$ cat src/rtl/fast_pwm_ctrl.sv
// fast_pwm_ctrl: run-time config and duty-ramp controller for one Fast_PWM instance.
module fast_pwm_ctrl #(
  parameter int WIDTH = 32,
  parameter int STEP = 1,
  parameter int MIN_TOP = 2
) (
  input  logic             clk,
  input  logic             reset,
  input  logic             enable,
  input  logic             cfg_valid,
  output logic             cfg_ready,
  input  logic [WIDTH-1:0] cfg_top,
  input  logic [WIDTH-1:0] cfg_duty_a,
  input  logic [WIDTH-1:0] cfg_duty_b,
  output logic             cfg_err,
  output logic [WIDTH-1:0] timer_top,
  output logic [WIDTH-1:0] pwm_cnta,
  output logic [WIDTH-1:0] pwm_cntb,
  output logic             pwm_reset,
  output logic             period_end,
  output logic             busy
);
  typedef enum logic {IDLE, RUN} state_t;
  localparam logic [WIDTH-1:0] STEP_W = WIDTH'(STEP);
  localparam logic [WIDTH-1:0] MIN_W = WIDTH'(MIN_TOP);
  state_t state, state_nxt;
  logic [WIDTH-1:0] cnt, sh_top, sh_a, sh_b, tgt_a, tgt_b;
  logic [WIDTH-1:0] new_top, new_ta, new_tb, nxt_a, nxt_b;
  logic pending, xfer, load;
  // clamp to the (possibly new) top first, then move at most STEP toward target
  function automatic logic [WIDTH-1:0] ramp(input logic [WIDTH-1:0] cur, input logic [WIDTH-1:0] tgt,
                                            input logic [WIDTH-1:0] top);
    logic [WIDTH-1:0] c;
    c = cur > top ? top : cur;
    return c < tgt ? (tgt - c > STEP_W ? c + STEP_W : tgt) : (c - tgt > STEP_W ? c - STEP_W : tgt);
  endfunction
  assign cfg_ready = !pending;
  assign pwm_reset = state == IDLE;
  assign busy = pending | (pwm_cnta != tgt_a) | (pwm_cntb != tgt_b);
  always_comb begin
    xfer = cfg_valid && cfg_ready;
    load = state == IDLE && pending;
    period_end = state == RUN && cnt == timer_top;
    new_top = pending ? sh_top : timer_top;
    new_ta = pending ? sh_a : tgt_a;
    new_tb = pending ? sh_b : tgt_b;
    nxt_a = load ? sh_a : ramp(pwm_cnta, new_ta, new_top);
    nxt_b = load ? sh_b : ramp(pwm_cntb, new_tb, new_top);
    state_nxt = state == IDLE ? ((enable && timer_top >= MIN_W && !pending) ? RUN : IDLE)
                              : ((period_end && !enable) ? IDLE : RUN);
  end
  always_ff @(posedge clk) begin
    if (reset) begin
      state <= IDLE;
      cnt <= '0;
      sh_top <= '0;
      sh_a <= '0;
      sh_b <= '0;
      tgt_a <= '0;
      tgt_b <= '0;
      timer_top <= '0;
      pwm_cnta <= '0;
      pwm_cntb <= '0;
      pending <= 1'b0;
      cfg_err <= 1'b0;
    end else begin
      state <= state_nxt;
      cnt <= (state == RUN && !period_end) ? cnt + WIDTH'(1) : '0;
      cfg_err <= xfer && cfg_top < MIN_W;
      if (load || period_end) begin
        timer_top <= new_top;
        tgt_a <= new_ta;
        tgt_b <= new_tb;
        pwm_cnta <= nxt_a;
        pwm_cntb <= nxt_b;
        pending <= 1'b0;
      end
      if (xfer && cfg_top >= MIN_W) begin
        sh_top <= cfg_top;
        sh_a <= cfg_duty_a > cfg_top ? cfg_top : cfg_duty_a;
        sh_b <= cfg_duty_b > cfg_top ? cfg_top : cfg_duty_b;
        pending <= 1'b1;
      end
    end
  end
endmodule
$ cat config.mk
export PLATFORM = sky130hd
export DESIGN_NAME = fast_pwm_ctrl
export DESIGN_NICKNAME = d
export VERILOG_FILES = /design/src/rtl/fast_pwm_ctrl.sv
export SDC_FILE = /design/constraint.sdc
export NUM_CORES = 2
export LEC_CHECK = 0
export CAP_MARGIN = 20
export CORE_MARGIN = 2
export CORE_UTILIZATION = 35
export CTS_CLUSTER_DIAMETER = 150
export DETAILED_ROUTE_END_ITERATION = 10
export PLACE_DENSITY = 0.51
export SLEW_MARGIN = 20
export SYNTH_ARGS = -nofsm -noshare
export SYNTH_HDL_FRONTEND = slang
export SYNTH_SLANG_ARGS = --single-unit
$ cat constraint.sdc
create_clock -name clk -period 13.49 [get_ports clk]
set_input_delay 2.698 -clock clk [delete_from_list [all_inputs] [get_ports clk]]
set_output_delay 2.698 -clock clk [all_outputs]
set_load 0.01 [all_outputs]
# Word-level counts from Yosys, hierarchy flattened

Index checks and enable logic that the tools add are counted.

$add $sub $neg: 9
Magnitude comparators: 13
Equality and inequality tests: 3
Mux-type cells: 20
Bitwise logic cells: 4
Reduce and logical (&&, ||, !) cells: 15

Operators by type and width:

| kind                  | count |
|---|---|
| $mux 32               | 15 |
| $gt 32x1->1 const B   | 4 |
| $gt 32x32->1          | 4 |
| $sub 32x32->32        | 4 |
| $add 32x1->32 const B | 3 |
| $ge 32x2->1 const B   | 2 |
| $lt 32x32->1          | 2 |
| $ne 32x32->1          | 2 |
| $sub 32x1->32 const B | 2 |
| $eq 32x32->1          | 1 |
| $lt 32x2->1 const B   | 1 |
| $logic_and 1x1->1     | 9 |
| $mux 1                | 5 |
| $logic_not 1->1       | 3 |
| $not 1->1             | 2 |
| $or 1x1->1            | 2 |
| $reduce_bool 2->1     | 1 |
| $reduce_or 2->1       | 1 |
| $logic_or 1x1->1      | 1 |

Register bits: 291
Input port bits: 100
Output and inout bits: 101
Logic and storage cells: 76

# Depth between registers and ports, before layout

Depth in word-level cells: 8
Depth in mapped cells: 40

# Worst setup path after synthesis

OpenSTA, ideal clock, no wires.

Path kind: register -> register
From: register pending
To: register pwm_cntb[14]
Setup time: 0.144 ns
Arrival time: 9.254 ns
Required time: 13.346 ns
Slack: 4.093 ns
Cell stages (with the launch flop): 40
Buffers on the path: 15
Cells stage by stage: dfxtp_1 buf_4 buf_6 buf_4 buf_1 buf_2 clkbuf_1 mux2i_1 ha_1 nand4_1 nor4_1 and2b_1 o41ai_1 buf_6 nand2_1 buf_2 buf_2 clkbuf_1 (+4 left out) o21a_1 fa_1 a21o_1 a21oi_1 o21bai_1 a2111oi_1 o31ai_1 a221o_1 a21oi_1 o21ai_1 a21o_1 a2111oi_0 a21oi_1 nand2b_1 nor4_1 buf_2 buf_2 a221oi_1

Word-level cells in the longest chain between the ends: 8
Elaborated cells between the ends (all ways): 17
Those cells by class: 4 x add/sub; 4 x order compare; 7 x mux; 2 x reduce/logical

RTL lines:

| item                   | line | text |
|---|---|---|
| start, declared        | 29   | `logic pending, xfer, load;` |
| start signal, assigned | 64   | `pending <= 1'b0;` |
| start signal, assigned | 76   | `pending <= 1'b0;` |
| start signal, assigned | 82   | `pending <= 1'b1;` |
| $mux 32                | 44   | `new_top = pending ? sh_top : timer_top;` |
| $gt 32x32->1           | 34   | `c = cur > top ? top : cur;` |
| $mux 32                | 34   |  |
| $sub 32x32->32         | 35   | `return c < tgt ? (tgt - c > STEP_W ? c + STEP_W : tgt) : (c - tgt > STEP_W ? c - STEP_W : tgt);` |
| $gt 32x1->1            | 35   |  |
| $mux 32 (2 in series)  | 35   |  |
| $mux 32                | 48   | `nxt_b = load ? sh_b : ramp(pwm_cntb, new_tb, new_top);` |
| end signal, assigned   | 75   | `pwm_cntb <= nxt_b;` |
| end, declared          | 18   | `output logic [WIDTH-1:0] pwm_cntb,` |

Several ways; a longest one is shown, not always the timed one.
A chain may end at the register's enable or synchronous reset.

# Worst setup path after layout

From: register pending
To: register pwm_cnta[0]

Word-level cells in the longest chain between the ends: 8
Elaborated cells between the ends (all ways): 17
Those cells by class: 4 x add/sub; 4 x order compare; 7 x mux; 2 x reduce/logical

RTL lines:

| item                  | line | text |
|---|---|---|
| $mux 32               | 44   |  |
| $gt 32x32->1          | 34   |  |
| $mux 32               | 34   |  |
| $sub 32x32->32        | 35   |  |
| $gt 32x1->1           | 35   |  |
| $mux 32 (2 in series) | 35   |  |
| $mux 32               | 47   | `nxt_a = load ? sh_a : ramp(pwm_cnta, new_ta, new_top);` |
| end signal, assigned  | 74   | `pwm_cnta <= nxt_a;` |
| end, declared         | 17   | `output logic [WIDTH-1:0] pwm_cnta,` |

Several ways; a longest one is shown, not always the timed one.

==> impl_metrics.toml <==
[route]
drt_iter0_markers = 4024
dr.pass1.iters = 6
vias = 32800
drc_errors = 0
routed_via_density = 6.14
ant_nets = 0
routedWlPerCell_um = 27.2
postRouteWirelength_um = 145000

[power]
p_per_area_nw_per_um2 = 320
irDropWorstVdd_mv = 0.164
power.total_w = 0.0111
leakage_nw = 14.1

[floorplan]
fp-row-count = 107
fp.dieW_um = 298
fp.dieH_um = 298
die_area_sq_um = 88700
pin_count = 201
core_sq_um = 85400
start_util = 0.354

[setup_path]
max_stage_delay_ps = 830
crit_required_ps = 13960
crit_slowest_cell = "a2111oi_0"
crit_path_start_kind = "flop"
critPathCaptureType = "flop"
cp_max_fo = 39
cpMostUsedCell = "nand4_1"
ff2ff_path_depth = 26
arrival_ps = 11850
critical_path_class = "reg -> reg"

[layout]
syn2layout_area_growth_pct = 14.5
layout.nets = 4504
drive_gt1_frac = 0.0592
fin_util = 0.405

[timing]
setup-tns-final_ps = 0
hold_slack_ps = 453
fin_crit_sh = 0.844
finalCriticalPeriod_ps = 11380
rsz0062_at_grt = "false"
max_slew_margin = 0.124
slew_viol_final = 0
finClkSkew_ps = 19.0
setup_viol = 0
fmax_ghz = 0.0879
worstMarginPinSlew_ps = 1300
finalHoldViolCount = 0

[logic_synthesis]
syn_avg_cell_area_sq_um = 7.38
syn-cell-area_sq_um = 30200
synth_warnings = 0
synth_cells = 4095
syn_nets = 4436
ys_seq_area_frac = 0.193
synth-edff-count = 0
synth_ff_type = "dfxtp_1"
yosysUniqueCellTypes = 105
async_flop_share = 0
ys_ff_latch = 291

[run]
maxCapViolCount = 0

[cts]
cts-hold-fix-buffers = 0
clock_sinks = 291
cts_setup_buffers = 0
cts-resized-gates = 0
cts_made_buffers = 38
cts_buffer_depth = 3
cts_root_buf = "clkbuf_16"
cts_tree = "built"
clk_pin_slew_worst_paths_ps = 60
clk_latency_ps = 570
cts-htree-levels = 2

[worst_hold_path]
whs_path_depth = 2
min_path_type = "reg -> reg"

[grt]
antenna_found_initial = 2
overflow = 0
grt_pass1_vias = 30200
grt_max_degree = 92
grt_pass1_wl_um = 211000
grt_usage = 0.314

[place]
portBuffers = 200
place_congestion = 0.999
dp_hpwl_um = 114000

[outcome]
outcome = "finished clean"
sequential cells by signal, indices dropped and copies added (netlist names):
register and cells:
cfg_err 1, cnt 32, pending 1, pwm_cnta 32
pwm_cntb 32, sh_a 32, sh_b 32, sh_top 32
state 1, tgt_a 32, tgt_b 32, timer_top 32
worst max-delay path: cells and delay by family, from the launching register on:
family	cells	cell delay, ps
AOI/OAI and AO/OA	8	3730
and+or+nand+nor	9	2720
buffers and inverters	5	2050
adders and majority gates	2	1070
muxes	2	810
DFF	1	800
synthesized netlist by cell type (22+ instances only):
cell type  number  area [sq um]
nor2_1        470          1760
nand2_1       292          1100
dfxtp_1       291          5830
a21oi_1       271          1360
ha_1          239          2990
inv_1         234           878
mux2i_1       232          2320
clkbuf_1      201           754
a211oi_1      194          1460
o21ai_0       188           941
nor3_1        168           841
xnor2_1       167          1460
xor2_1        106           928
nand3_1        96           480
nand4_1        85           532
nor4_1         75           469
a21o_1         66           495
a311oi_1       43           377
a221oi_1       38           333
and3_1         38           238
o21a_1         35           263
o21bai_1       35           263
o22ai_1        32           200
nand2b_1       29           181
mux2_2         28           315
nor2b_1        27           169
or3_1          24           150
buf_1          22          82.6
buf_2          22           110
o31ai_1        22           165
per-layer routing:
metal | up-vias | wire length (um) | GRT usage
li1 | 15200 | - | -
met1 | 15800 | 66100 | 0.454
met2 | 1574 | 61100 | 0.464
met3 | 231 | 12700 | 0.0557
met4 | 0 | 5190 | 0.107
met5 | - | 0 | 0
path summary, 6_finish.rpt:
kind         startpoint           to  slack (ps)
max             pending  pwm_cnta[0]        2110
min          sh_top[24]   sh_top[24]         450
max reg2reg     pending  pwm_cnta[0]        2110
min reg2reg  sh_top[24]   sh_top[24]         450
logic make-up (layout without fill, tap and decap cells):
kind of cell / count (synthesis) / in the layout / synth area share
simple gates: 1392 / 1392 / 0.220
compound gates: 1143 / 1143 / 0.256
buf+inv: 492 / 588 / 0.0634
flops: 291 / 291 / 0.193
xor+xnor: 273 / 273 / 0.0791
mux: 263 / 263 / 0.0887
fa+ha+maj: 241 / 241 / 0.100
other cells: 0 / 1 / 0
metrics by stage:
step	setup WS [ps]	std cells	instance area [sq um]
2_1_floorplan	4090	4095	30200
3_3_place_gp	2810	5266	33300
3_5_place_dp	2660	5266	33300
4_1_cts	2580	5334	34600
5_1_grt	1750	5336	34600
6_report	2110	5336	34600
layout by cell type (no fill, tap or decap), types with 37 or more instances in the layout:
| master | n |
|---|---|
| nor2_1 | 467 |
| dfxtp_1 | 290 |
| nand2_1 | 288 |
| a21oi_1 | 271 |
| ha_1 | 239 |
| inv_1 | 233 |
| mux2i_1 | 232 |
| clkdlybuf4s50_1 | 199 |
| a211oi_1 | 194 |
| o21ai_0 | 188 |
| nor3_1 | 168 |
| xnor2_1 | 167 |
| xor2_1 | 106 |
| nand3_1 | 96 |
| nand4_1 | 85 |
| buf_4 | 81 |
| nor4_1 | 74 |
| a21o_1 | 66 |
| a311oi_1 | 43 |
| a221oi_1 | 38 |
| clkbuf_16 | 38 |
| and3_1 | 37 |
where the power goes:
part / leakage [nW] / internal, W / switching, W
registers: 2.39 / 0.000943 / 0.000183
logic: 11.1 / 0.00309 / 0.00581
clock network: 0.604 / 0.000613 / 0.000442
total: 14.1 / 0.00465 / 0.00643
cell type report:
class	instances	area, sq um
Fill cell	9108	50800
Multi-Input combinational cell	3312	22600
Sequential cell	291	5830
Timing Repair Buffer	282	2620
Tap cell	1144	1430
Clock buffer	53	1070
Inverter	238	893
Clock inverter	15	176
Antenna cell	1	2.50
(Power assumes the default switching activity.)
